`config.mk`:
```
export PLATFORM = sky130hd
export DESIGN_NAME = simd_issue_wb
export DESIGN_NICKNAME = d
export VERILOG_FILES = /design/src/rtl/simd_issue_wb.sv
export SDC_FILE = /design/constraint.sdc
export NUM_CORES = 1
export LEC_CHECK = 0
export ABC_AREA = 1
export CORE_UTILIZATION = 55
export DETAILED_ROUTE_END_ITERATION = 10
export PLACE_DENSITY_LB_ADDON = 0.12
export SYNTH_ARGS = -nofsm -noshare
export SYNTH_HDL_FRONTEND = slang
export SYNTH_SLANG_ARGS = --single-unit
```
`constraint.sdc`:
```
create_clock -name clk -period 4.11 [get_ports clk]
set_input_delay 0.822 -clock clk [delete_from_list [all_inputs] [get_ports clk]]
set_output_delay 0.822 -clock clk [all_outputs]
set_load 0.01 [all_outputs]
```
`src/rtl/simd_issue_wb.sv`:
```
// Issue/writeback controller for the packed 2x4-bit SIMD add/sub unit.
// Sequences IDLE -> READ -> EXEC -> WB around an internal 4x8-bit register file.
module simd_issue_wb #(
  parameter int ALU_LAT = 1
) (
  input  logic       clk,
  input  logic       rst,
  input  logic       instr_valid,
  output logic       instr_ready,
  input  logic [1:0] instr_op,
  input  logic [1:0] instr_rd,
  input  logic [1:0] instr_rs1,
  input  logic [1:0] instr_rs2,
  input  logic [7:0] instr_imm,
  output logic [7:0] alu_in1,
  output logic [7:0] alu_in2,
  output logic [1:0] alu_add_or_sub,
  input  logic [7:0] alu_out,
  output logic       wb_valid,
  output logic [1:0] wb_rd,
  output logic [7:0] wb_data,
  output logic       err,
  input  logic [1:0] dbg_rsel,
  output logic [7:0] dbg_rdata
);

  typedef enum logic [1:0] {IDLE, READ, EXEC, WB} state_t;

  localparam logic [1:0] OP_ADD = 2'b00;
  localparam logic [1:0] OP_SUB = 2'b01;
  localparam logic [1:0] OP_LDI = 2'b10;
  localparam logic [2:0] CNT_INIT = 3'(ALU_LAT - 1);

  state_t     state;
  logic [1:0] op_q;
  logic [1:0] rd_q;
  logic [1:0] rs1_q;
  logic [1:0] rs2_q;
  logic [7:0] imm_q;
  logic [7:0] result;
  logic [2:0] cnt;
  logic [7:0] regs [4];

  assign dbg_rdata = regs[dbg_rsel];

  always_ff @(posedge clk or negedge rst) begin
    if (!rst) begin
      state          <= IDLE;
      instr_ready    <= 1'b0;
      op_q           <= '0;
      rd_q           <= '0;
      rs1_q          <= '0;
      rs2_q          <= '0;
      imm_q          <= '0;
      result         <= '0;
      cnt            <= '0;
      alu_in1        <= '0;
      alu_in2        <= '0;
      alu_add_or_sub <= '0;
      wb_valid       <= 1'b0;
      wb_rd          <= '0;
      wb_data        <= '0;
      err            <= 1'b0;
      for (int i = 0; i < 4; i++) regs[i] <= '0;
    end else begin
      wb_valid <= 1'b0;
      err      <= 1'b0;
      case (state)
        IDLE: begin
          if (instr_valid && instr_ready) begin
            op_q        <= instr_op;
            rd_q        <= instr_rd;
            rs1_q       <= instr_rs1;
            rs2_q       <= instr_rs2;
            imm_q       <= instr_imm;
            instr_ready <= 1'b0;
            state       <= READ;
          end else begin
            instr_ready <= 1'b1;
          end
        end
        READ: begin
          alu_in1 <= regs[rs1_q];
          alu_in2 <= regs[rs2_q];
          case (op_q)
            OP_ADD, OP_SUB: begin
              cnt            <= CNT_INIT;
              alu_add_or_sub <= op_q;
              state          <= EXEC;
            end
            OP_LDI: begin
              result   <= imm_q;
              wb_valid <= 1'b1;
              wb_rd    <= rd_q;
              wb_data  <= imm_q;
              state    <= WB;
            end
            default: begin
              // Illegal opcode: flag it and drop the instruction without writing.
              err         <= 1'b1;
              instr_ready <= 1'b1;
              state       <= IDLE;
            end
          endcase
        end
        EXEC: begin
          if (cnt == 3'd0) begin
            result         <= alu_out;
            alu_add_or_sub <= 2'b00;
            wb_valid       <= 1'b1;
            wb_rd          <= rd_q;
            wb_data        <= alu_out;
            state          <= WB;
          end else begin
            cnt <= cnt - 3'd1;
          end
        end
        WB: begin
          // The write lands before the next READ can happen, so no forwarding path.
          regs[rd_q]  <= result;
          instr_ready <= 1'b1;
          state       <= IDLE;
        end
        default: state <= IDLE;
      endcase
    end
  end

endmodule

```
== Word-level counts from Yosys, hierarchy flattened ==
Index checks and enable logic that the tools add are counted.

* Register bits after elaboration: 84
* Input bits: 29
* Logic and storage cells: 91

* $lt $le $gt $ge: 5
* Bitwise operators: 4
* Reductions and logical operators: 15
* $add $sub $neg: 1
* Eq/ne operators: 11
* Muxes and demuxes: 36

{| class="wikitable"
|+ Operator list
! kind !! number
|-
| $mux 8 || 9
|-
| $bmux 8 s2 || 3
|-
| $bwmux 32 || 1
|-
| $demux 8 s2 || 1
|-
| $pmux 8 s2 || 1
|-
| $ge 3x3->1 const B || 4
|-
| $mux 2 || 6
|-
| $ne 2x2->1 const B || 6
|-
| $not 2->3 || 4
|-
| $pmux 2 s2 || 3
|-
| $reduce_and 3->1 || 3
|-
| $pmux 2 s4 || 1
|-
| $eq 2x2->1 const B || 3
|-
| $mux 1 || 6
|-
| $mux 3 || 2
|-
| $pmux 3 s2 || 1
|-
| $reduce_and 2->1 || 3
|-
| $eq 2x1->1 const B || 2
|-
| $logic_not 2->1 || 2
|-
| $logic_not 3->1 || 1
|-
| $lt 3x1->1 const B || 1
|-
| $pmux 1 s3 || 1
|-
| $reduce_bool 3->1 || 1
|-
| $reduce_or 3->1 || 1
|-
| 5 further kinds || 6
|}

== Logic depth before layout (Yosys ltp) ==
* Depth after elaboration: 6
* Depth in mapped cells: 8
* Mapped depth without buffers: 8

== Least setup slack after synthesis ==
Ideal clock, no wire load.

* Path kind: input-to-output
* Start: input dbg_rsel[1]
* End: output dbg_rdata[5]
* Stages on the path: 5
* Path slack: 1.857 ns
* Arrival: 1.431 ns
* Data required time: 3.288 ns
* Path buffers: 2
* Cell sequence: clkbuf_1 buf_2 a21oi_1 o21ai_0 nand2_1

* Cells in the longest elaborated chain, start to end: 4

{| class="wikitable"
|+ Ends and longest elaborated chain
! item !! line !! source
|-
| from (decl) || 23 || <nowiki>input logic [1:0] dbg_rsel,</nowiki>
|-
| $not 2->3 (not written as such) || 44 || <nowiki>assign dbg_rdata = regs[dbg_rsel];</nowiki>
|-
| $bmux 8 s2 || 44 ||
|-
| $mux 8 (not written as such) (2 in series) || 44 ||
|-
| to (decl) || 24 || <nowiki>output logic [7:0] dbg_rdata</nowiki>
|}

No other way between the ends. The select of a mux whose other input is x is not followed.

== Worst setup path after layout ==
* Start: input dbg_rsel[1]
* End: output dbg_rdata[4]

The elaborated chain is that of the path after synthesis.

==> metrics.md <==
| Metric | Value |
|---|---|
| Outcome | `completed` |
| Routed length on met2 | `a little over 5 mm` |
| Initial core utilization | `a little under three fifths` |
| Type of the worst setup path | `primary input to output port` |
| Max Clock Skew | `roughly 0.0072 ns` |
| Later-pin clock latency in the skew report | `0.34 ns` |
| CTS H-Tree Depth | `3` |
| Worst Path Buf+Inv | `2` |
| CTS clock-pin slew for the worst setup and hold paths | `around 0.090 ns` |
| Cts repair resizes | `0` |
| Met3 routed WL | `452 um` |
| Design area | `around 0.0052 mm^2` |
| Register bit count reported by yosys | `84` |
| Int Power | `between 2 and 2.5 mW` |
| Highest metal used | `met4` |
| Antenna viol nets, final | `0` |
| Post-route DRC | `0` |
| Sw frac | `43.5%` |
| Final hold slack | `approximately 0.48 ns` |
| Gp weighted congestion | `between 0.8 and 0.9` |
| Register area | `~0.0021 mm^2` |
| CP startpoint | `dbg_rsel[1]` |
| Die W | `around 91 um` |
| Hold/Removal Path Class | `flip-flop to flip-flop` |
| Critical R2R Launch | `state[0]` |
| Crit end category | `output port` |
| Synth Area in Compound Gates | `11.1%` |
| # port buffers | `67` |
| Initial DRC Count | `245` |
| Main combinational cell family by area after synthesis | `simple AND/OR/NAND/NOR gates` |
| Max VDD drop | `0.351 mV` |
| Post-Synth XOR/XNOR Area | `0%` |
| Initial antenna violation count | `0` |
| Simple-gate share of the synthesized area | `29.3%` |
| Post-CTS Repair Setup Buffers | `0` |
| Max Slew Vio Count | `0` |
| Die area | `about 0.0083 mm^2` |
| Pwr dens | `~790 mW/mm^2` |
| Total core area | `slightly below 0.008 mm^2` |
| CP max stage delay | `just over 0.8 ns` |
| Via density per instance | `between 5 and 6` |
| Cells after Synth | `between 500 and 600` |
| Synth top area share | `48.2%` |
| Worst path most repeated cell | `clkdlybuf4s50_1` |
| Final HPWL DP | `7.27 mm` |
| Cell breakdown of the critical path | `clkdlybuf4s50_1, o211ai_1, nand2_1, clkdlybuf4s50_1` |
| RSZ-0062 raised after global routing | `false` |
| Gate power share | `46.7%` |
| Area of the multi-input gates | `between 0.0015 and 0.002 mm^2` |
| Critical path arrival | `2.49 ns` |
| Largest net degree at the start of global routing | `85` |
| Reg2reg setup slack | `a little under 2 ns` |
| Nets@finish | `between 600 and 700` |
| Total power | `~4 mW` |
| Bufs on Longest Clock Path | `2` |
| Sequential fraction of design power | `between 30% and 40%` |
| Fin crit period | `~3.3 ns` |
| Clock power frac | `16.4%` |
| Critical path's top delay family | `buffers and inverters` |
| CTS Buf Count | `9` |
| Final Util | `roughly two thirds` |
| Min-delay src | `wb_rd[1]` |
| Final setup TNS | `0 ns` |
| Layout area overhead | `19.6%` |
| Final worst path period share | `~81%` |
| CTS tree | `done` |
| Net Switching | `roughly 1.8 mW` |
| Met1 wire length | `4.51 mm` |
| Sequential area share after synthesis | `48.2%` |
| Syn Area/Cell | `approximately 7.5 um^2` |
| Synth area leaders | `dfrtp_1, nand2_1, nand3_1, inv_1, o21ai_0` |
| Fillers | `~690` |
| Layout cells sized above 1 | `between 6 and 7%` |
| Final Hold Viols | `0` |
| Crit path launch type | `primary input` |
| Routed WL per cell | `roughly 14 um` |
| Final WL | `10.3 mm` |
| Drt first pass iters | `5` |
| Synthesis warning total | `0` |
| Worst EP required | `3.29 ns` |
| Syn Std Cell Area | `0.00436 mm^2` |
| Row count | `32` |
| Diode count | `0` |
| Synth Area in Adders | `1.72%` |
| CTS sink count | `84` |
| Max cap viols | `0` |
| Syn Nets | `617` |
| Chip height | `about 91 um` |
| Max Freq | `~300 MHz` |
| Slew headroom | `around 30%` |
| Endpoints failing setup | `0` |
| Via Count | `about 3900` |
| Slowest CP cell | `clkdlybuf4s50_1` |
| Multiplexer share of the synthesized area | `0%` |
| Ports | `68` |
| Grt ovf | `0` |
| Hold_buf cts | `0` |
| Root Buffer | `clkbuf_8` |
| First-pass GRT wire length | `approximately 18 mm` |
| Slew @ Worst Pin | `about 1.0 ns` |
| Vias in the first global route | `3781` |
| GRT Total Usage | `between 20% and 30%` |
| Crit-path max FO | `16` |
| Post-synth cell types | `22` |
| Area after DPL | `between 0.004 and 0.005 mm^2` |
| Leak pwr | `about 2.7 nW` |
| Synth area leader | `dfrtp_1` |
[registers in the layout (all words and copies together), names as in the netlist, named ones only]
name            cells
rs2_q               2
state               1
instr_ready         1
alu_add_or_sub      2
alu_in2             8
wb_rd               2
result              8
op_q                2
wb_valid            1
rs1_q               2
cnt                 3
imm_q               8
rd_q                2
alu_in1             8
err                 1
regs               32
[layout make-up]
cell class / count / area share, %
multi-input cells: 405 / 35.2
repair buffers: 68 / 12.9
clock inverters: 6 / 1.82
inverters: 66 / 4.74
well taps: 102 / 2.44
flip-flops and latches: 84 / 40.3
clock buffers: 10 / 2.64
[power groups by stage]
stage	combinational, mW	sequential, mW	clock, mW
floorplan	1.36	1.44	0
CTS	1.94	1.51	0.686
detailed placement	1.93	1.53	0
finish	1.92	1.52	0.673
global route	2.20	1.57	0.716
global placement	1.88	1.52	0
[metal layers]
layer	global-route usage, %	up-vias
met5	0	-
met4	9.52	0
met3	4.10	18
met2	46.5	106
met1	34.1	1802
li1	-	1930
[stage by stage]
step	setup WS [ns]	instances
global route	0.658	741
global placement	0.867	725
floorplan	1.86	582
finish	0.796	741
CTS	0.834	741
detailed placement	0.832	725
[synth_stat cells (all sizes together)]
| cell | instances |
|---|---|
| nand4 | 3 |
| buf | 24 |
| ha | 6 |
| o211ai | 8 |
| o21ai | 53 |
| nor2 | 19 |
| clkinv | 2 |
| clkbuf | 3 |
| a21oi | 24 |
| or2 | 1 |
| a21boi | 1 |
| dfrtp | 84 |
| inv | 64 |
| nand3 | 52 |
| nand2 | 238 |
[cells in the final DEF (no fill, tap or decap), types with 6 or more instances in the layout]
cell type and count:
a21oi_1 24, clkbuf_8 10, clkdlybuf4s50_1 66, dfrtp_1 84
ha_1 6, inv_1 60, nand2_1 233, nand3_1 49
nor2_1 19, o211ai_1 8, o21ai_0 27, o21ai_1 18
o21ai_2 8
[cells by family after synthesis]
kind of cell | Yosys count
AO/OA/AOI/OAI | 86
adder cells (fa/ha/maj) | 6
buffers and inverters | 93
flip-flops | 84
AND/OR/NAND/NOR | 313
[worst register-to-register path, delay by kind of cell (launching register included)]
family	cells	cell delay [ns]
fa+ha+maj	1	0.63
buf+inv	1	0.14
flops	1	0.47
simple gates	5	0.78
[final timing paths]
check                               endpoint  depth (start not counted)
worst max-delay path            dbg_rdata[4]                          4
min in group asynchronous           regs[24]                          1
max in group asynchronous         alu_in1[7]                          1
worst min-delay path                wb_rd[1]                          2
worst min register to register      wb_rd[1]                          2
worst max register to register     result[6]                          7
Note: power is estimated with default switching activity, not from simulation.
